## src/rtl/arbiter_wrr.sv

```systemverilog
// -----------------------------------------------------------------------------
// arbiter_wrr -- weighted round-robin arbiter
//
// Grants one of WIDTH requesters and keeps the grant for the owner's weight
// (its quantum) in consecutive cycles. When the quantum ends, the grant moves
// on in round-robin order. The next grant is also available combinationally,
// so a bus master can decode it one cycle early.
//
// Optional feature (compile-time macro ARB_LOCK_EN):
//   When the macro is defined, a `lock` input is added. While lock is high
//   and the owner still requests, the grant is held and the credit counter
//   is frozen.
//
// Parameters
//   WIDTH   number of requesters (>= 2)
//   WGTW    bits per weight field
//   BITW    index width, ceil(log2(WIDTH))
//
// Ports
//   clk      in   1            clock; all state changes on the rising edge
//   rst_n    in   1            asynchronous active-low reset
//   req      in   WIDTH        level requests, one bit per requester
//   weight   in   WIDTH*WGTW   quantum of requester i at [i*WGTW +: WGTW]
//   lock     in   1            (ARB_LOCK_EN only) extends the current grant
//   grt      out  WIDTH        registered one-hot grant, or zero
//   id       out  BITW+1       registered {valid, index} of grt
//   pre_grt  out  WIDTH        combinational value grt takes at the next edge
//   pre_id   out  BITW+1       combinational {valid, index} of pre_grt
// -----------------------------------------------------------------------------
module arbiter_wrr #(
   parameter int WIDTH = 32,
   parameter int WGTW  = 4,
   parameter int BITW  = (WIDTH > 1) ? $clog2(WIDTH) : 1
) (
   input  logic                   clk,
   input  logic                   rst_n,
   input  logic [WIDTH-1:0]       req,
   input  logic [WIDTH*WGTW-1:0]  weight,
`ifdef ARB_LOCK_EN
   input  logic                   lock,
`endif
   output logic [WIDTH-1:0]       grt,
   output logic [BITW:0]          id,
   output logic [WIDTH-1:0]       pre_grt,
   output logic [BITW:0]          pre_id
);

   // Owner index and remaining credits of the current quantum.
   logic [BITW-1:0] ptr;
   logic [BITW-1:0] ptr_nxt;
   logic [WGTW-1:0] crd;
   logic [WGTW-1:0] crd_nxt;

   // Search result of the round-robin scan.
   logic            found;
   logic [BITW-1:0] win;
   logic [WGTW-1:0] win_wgt_raw;
   logic [WGTW-1:0] win_wgt;

   // Grant decision.
   logic            owner_live;
   logic            lock_hold;
   logic            hold;
   logic            pre_vld;
   logic [BITW-1:0] pre_idx;

   // Wrap a scan position back into 0..WIDTH-1. The scan never runs past
   // 2*WIDTH-1, so a single conditional subtract is enough.
   function automatic logic [BITW-1:0] wrap_idx(input int unsigned pos);
      int unsigned p;
      p = (pos >= WIDTH) ? pos - WIDTH : pos;
      return BITW'(p);
   endfunction

   // The owner is still in business while it holds the grant and keeps
   // requesting. grt is always either zero or 1<<ptr, so testing grt[ptr]
   // is the same as testing for a valid grant.
   assign owner_live = grt[ptr] & req[ptr];

`ifdef ARB_LOCK_EN
   // lock only matters while there is a live owner. With no valid grant it
   // has no effect.
   assign lock_hold = owner_live & lock;
`else
   assign lock_hold = 1'b0;
`endif

   // Keep the grant while credits remain. crd == 1 marks the last cycle of
   // the quantum, so a weight of w gives exactly w granted cycles.
   assign hold = owner_live & (lock_hold | (crd > WGTW'(1)));

   // Round-robin scan. It starts just after the owner and wraps, so the
   // owner is checked last and is granted again only when it is the sole
   // requester.
   always_comb begin
      // NOTE: every variable written here gets a default first, so no path
      // leaves it unassigned and no latch is inferred.
      found = 1'b0;
      win   = ptr;
      for (int i = 1; i <= WIDTH; i++) begin
         if (!found && req[wrap_idx(int'(ptr) + i)]) begin
            found = 1'b1;
            win   = wrap_idx(int'(ptr) + i);
         end
      end
   end

   // The winner's weight is sampled only when its grant starts. A weight of
   // zero still buys one cycle.
   assign win_wgt_raw = weight[win*WGTW +: WGTW];
   assign win_wgt     = (win_wgt_raw == '0) ? WGTW'(1) : win_wgt_raw;

   // Next-grant selection and next state of ptr and crd.
   always_comb begin
      pre_grt = '0;
      pre_vld = 1'b0;
      pre_idx = '0;
      ptr_nxt = ptr;
      crd_nxt = crd;
      if (hold) begin
         pre_grt = grt;
         pre_vld = 1'b1;
         pre_idx = ptr;
         if (!lock_hold) begin
            crd_nxt = crd - WGTW'(1);
         end
      end else if (found) begin
         // A fresh grant. This also covers a sole requester whose quantum
         // ran out: it wins again with reloaded credits and no gap in grt.
         pre_grt = WIDTH'(1) << win;
         pre_vld = 1'b1;
         pre_idx = win;
         ptr_nxt = win;
         crd_nxt = win_wgt;
      end
      // With no request at all, ptr and crd keep their values. crd is
      // reloaded before it is used again.
   end

   assign pre_id = {pre_vld, pre_idx};

   // Reset sets ptr to WIDTH-1, so the first scan starts at requester 0.
   always_ff @(posedge clk or negedge rst_n) begin
      if (!rst_n) begin
         grt <= '0;
         id  <= '0;
         ptr <= BITW'(WIDTH - 1);
         crd <= '0;
      end else begin
         // NOTE: registered state uses non-blocking assignments, so every
         // flop samples the values from before this edge.
         grt <= pre_grt;
         id  <= pre_id;
         ptr <= ptr_nxt;
         crd <= crd_nxt;
      end
   end

endmodule

```

## config.mk

```make
export PLATFORM = sky130hd
export DESIGN_NAME = arbiter_wrr
export DESIGN_NICKNAME = d
export VERILOG_FILES = /design/src/rtl/arbiter_wrr.sv
export SDC_FILE = /design/constraint.sdc
export NUM_CORES = 1
export LEC_CHECK = 0
export CORE_UTILIZATION = 25
export DETAILED_ROUTE_END_ITERATION = 16
export SLEW_MARGIN = 40
export SYNTH_ARGS = -nofsm -noshare
export SYNTH_HDL_FRONTEND = slang
export SYNTH_SLANG_ARGS = --single-unit
```

## constraint.sdc

```tcl
create_clock -name clk -period 8.73 [get_ports clk]
set_input_delay 1.746 -clock clk [delete_from_list [all_inputs] [get_ports clk]]
set_output_delay 1.746 -clock clk [all_outputs]
set_load 0.03 [all_outputs]
```

==> metrics.log <==
INFO  metric cap_viol_max_count = 0
INFO  metric synth_largest_type_area_fraction = 0.1654
INFO  metric starting_density_of_the_core = 0.2551
INFO  metric setup.worst_path.start_class = primary input
INFO  metric post-route-min-period = roughly 8.6 ns
INFO  metric grt.busiest_layer = met2
INFO  metric avgSynthCellArea = ~8.8 um^2
INFO  metric routed_wirelength = 48,270 um
INFO  metric grt_pass1_vias = about 11,000
INFO  metric worst_hold_slack = roughly 0.55 ns
INFO  metric clk_pin_slew_worst_paths = ~0.070 ns
INFO  metric die_area = about 43,000 um^2
INFO  metric fin_worst_skew = between 0.01 and 0.015 ns
INFO  metric place.gp.congestion = around 1
INFO  metric end_kind = primary output
INFO  metric ioPinCount = ~240
INFO  metric synth_top_cells_by_count = 145 x nand2_1, 114 x mux2i_1, 92 x nor2_1
INFO  metric synth-async-reset-ratio = 1.000
INFO  metric initialDrtViolationCount = roughly 1,100
INFO  metric ordered_list_of_cells_on_the_worst_path = clkdlybuf4s50_1 -> mux2_2 -> mux2i_2 -> mux2_2 -> mux4_2 -> or4b_4 -> nor3_4 -> nand3_4 -> nor4b_4 -> a211o_1 -> inv_1 -> a222oi_1 -> buf_4 -> o21a_2 -> nand2_2 -> inv_1 -> a22o_1 -> buf_4
INFO  metric first_pass_grt_wire_length = 71,060 um
INFO  metric yosysWarningCount = 0
INFO  metric cts.sink_count = 47
INFO  metric buffer_ports.inserted = 237
INFO  metric synth-edff-count = 0
INFO  metric syn_inst = approximately 1,200
INFO  metric slew_headroom = 0.4866
INFO  metric antenna_found_initial = 0
INFO  metric track_usage = 0.2179
INFO  metric synth-main-ff-cell = dfrtp_1
INFO  metric critical_path_s_largest_stage_delay = between 0.5 and 0.6 ns
INFO  metric holdCritPathClass = flip-flop to flip-flop
INFO  metric clock_tree.root_cell = clkbuf_16
INFO  metric h-tree-depth = 2
INFO  metric chipWidth = ~210 um
INFO  metric tritoncts = yes
INFO  metric layout.area.seq = ~1200 um^2
INFO  metric maxClockFrequency = between 0.1 and 0.15 GHz
INFO  metric setup_total_negative_slack = 0 ns
INFO  metric grt_overflow = 0
INFO  metric ys_ff_latch = 47
INFO  metric cts_made_buffers = 5
INFO  metric global_route.usage.met3 = 0.03642
INFO  metric worst_ep_required_time = between 6 and 7 ns
INFO  metric routed_wire_length_per_instance = roughly 25 um
INFO  metric period_utilization = 0.9894
INFO  metric post_synth_main_area_contributors = mux4_2 17%, mux2i_1 11%, dfrtp_1 10%
INFO  metric netlist_area = approximately 10,000 um^2
INFO  metric synth_sequential_area_ratio = 0.1128
INFO  metric grt_start_max_net_pins = 59
INFO  metric syn-num-nets = approximately 1,400
INFO  metric core_area = a little over 40,000 um^2
INFO  metric report.final.hold_viol_count = 0
INFO  metric final.fill_count = 4,289
INFO  metric grt.met2_usage = 0.3565
INFO  metric insertion_delay = ~0.3 ns
INFO  metric route.antenna.remaining_nets = 0
INFO  metric crit_fanout = 12
INFO  metric timing.final.setup_violations = 0
INFO  metric die_height = roughly 210 um
INFO  metric arrival = 6.89 ns
INFO  metric synthToLayoutAreaGrowth = 31.30%
INFO  metric timing_worst_setup_path_type = primary input to primary output
INFO  metric detailed_router_iteration_count_before_antenna_repair = 6
INFO  metric met1_resource_use_gr = 0.2931
INFO  metric average_vias_per_placed_instance = 5.889
INFO  metric fp-row-count = 74
INFO  metric cts-root-to-sink-buffers = 2
INFO  metric vias = between 10,000 and 15,000
INFO  metric synth_most_common_cell = nand2_1
INFO  metric drv_slew = 0
INFO  metric synth_cell_type_count = roughly 110
INFO  metric drive_gt1_frac = 0.2288
INFO  metric detailedPlacementHpwl = about 38,000 um
INFO  metric layout_net_count = 1,601
INFO  metric insertedDiodeCount = 0
INFO  metric synth_area_leader_cell = mux4_2
INFO  metric critical-path-slowest-cell = clkdlybuf4s50_1
INFO  metric remaining_drcs = 0
INFO  metric tightest_slew = approximately 0.77 ns
INFO  metric run_status = finished, final reports clean
INFO  metric multi_input_comb_area = just under 9000 um^2
[worst max-delay path, delay by kind of cell]
family                 cells  cell delay [ns]
AO/OA/AOI/OAI              4             0.85
buffers and inverters      5             1.14
AND/OR/NAND/NOR            5             1.79
multiplexers               4             1.35
[routing by layer]
layer  up-vias  part of all wire
li1       5163                 -
met1      5714              0.41
met2       555              0.48
met3        93             0.078
met4         0             0.031
met5         -                 0
[layout by cell type (no fill, tap or decap), types with 6 or more instances in the layout]
master,instances
o211ai_1,12
mux2i_4,6
nand3_1,34
inv_1,20
mux4_2,77
and2_1,27
mux2i_2,9
buf_4,104
nor3_1,21
nand4_1,10
mux2i_1,101
o21ai_0,53
clkdlybuf4s50_1,199
o22ai_1,13
and3_1,7
a211oi_1,25
a21oi_1,54
a32oi_1,8
dfrtp_1,42
nand3b_1,7
a22o_1,15
a31oi_1,8
a221oi_1,6
mux2_1,8
ha_1,15
xnor2_1,20
o2111ai_1,7
o311ai_1,6
nand2b_1,9
a311oi_1,13
nor2_1,92
nand2_1,144
xnor2_2,7
nor4_1,11
mux2_2,53
[what timing repair did]
item                                    4_1_cts  5_1_grt
hold buffers                                  0        0
gates cloned                                  0        0
pin swaps                                     0        5
resized for setup                             1       22
endpoints found under the setup margin        2       32
buffers inserted                              0        7
[cells by family after synthesis]
logic type               Yosys count  synth area share
AO/OA/AOI/OAI                    321            0.2222
multiplexers                     259            0.3546
AND/OR/NAND/NOR                  410            0.1994
buffers and inverters            113           0.06133
adder cells (fa/ha/maj)           15           0.01790
XOR/XNOR                          33           0.03186
flip-flops                        47            0.1128
[sequential cells by signal, summed over array words and instances (netlist names)]
name  cells
ptr       5
grt      32
id        6
crd       4
[cell type report]
cell class | instances | share of cell area
Clock buffer | 5 | 0.009088
Clock inverter | 3 | 0.001636
Inverter | 26 | 0.007088
Multi-Input combinational cell | 1038 | 0.6419
Sequential cell | 47 | 0.08615
Tap cell | 532 | 0.04835
Timing Repair Buffer | 306 | 0.2057
[final timing paths]
path | from | endpoint | slack [ns] | cells after the start
min reg2reg | crd[3] | crd[3] | 0.55 | 2
min | crd[3] | crd[3] | 0.55 | 2
max reg2reg | ptr[1] | crd[0] | 1.17 | 23
min in group asynchronous | rst_n | grt[30] | 1.47 | 1
max | req[0] | pre_grt[21] | 0.09 | 18
max in group asynchronous | rst_n | grt[3] | 6.85 | 1
[per-stage QoR]
stage | cell area [um^2] | setup slack, ns | instances | util
after floorplan | 10490 | 0.4525 | 1198 | -
after global placement | 13420 | -0.02287 | 1942 | 0.3265
after detailed placement | 13450 | 0.02193 | 1942 | 0.3271
after CTS | 13600 | 0.08261 | 1950 | 0.3307
after global routing | 13770 | -0.03489 | 1957 | 0.3349
final | 13770 | 0.09261 | 1957 | 0.3349
Power is left out: the tool's default activity adds up to more than one toggle a clock period on the data nets, which glitch-free logic cannot reach.
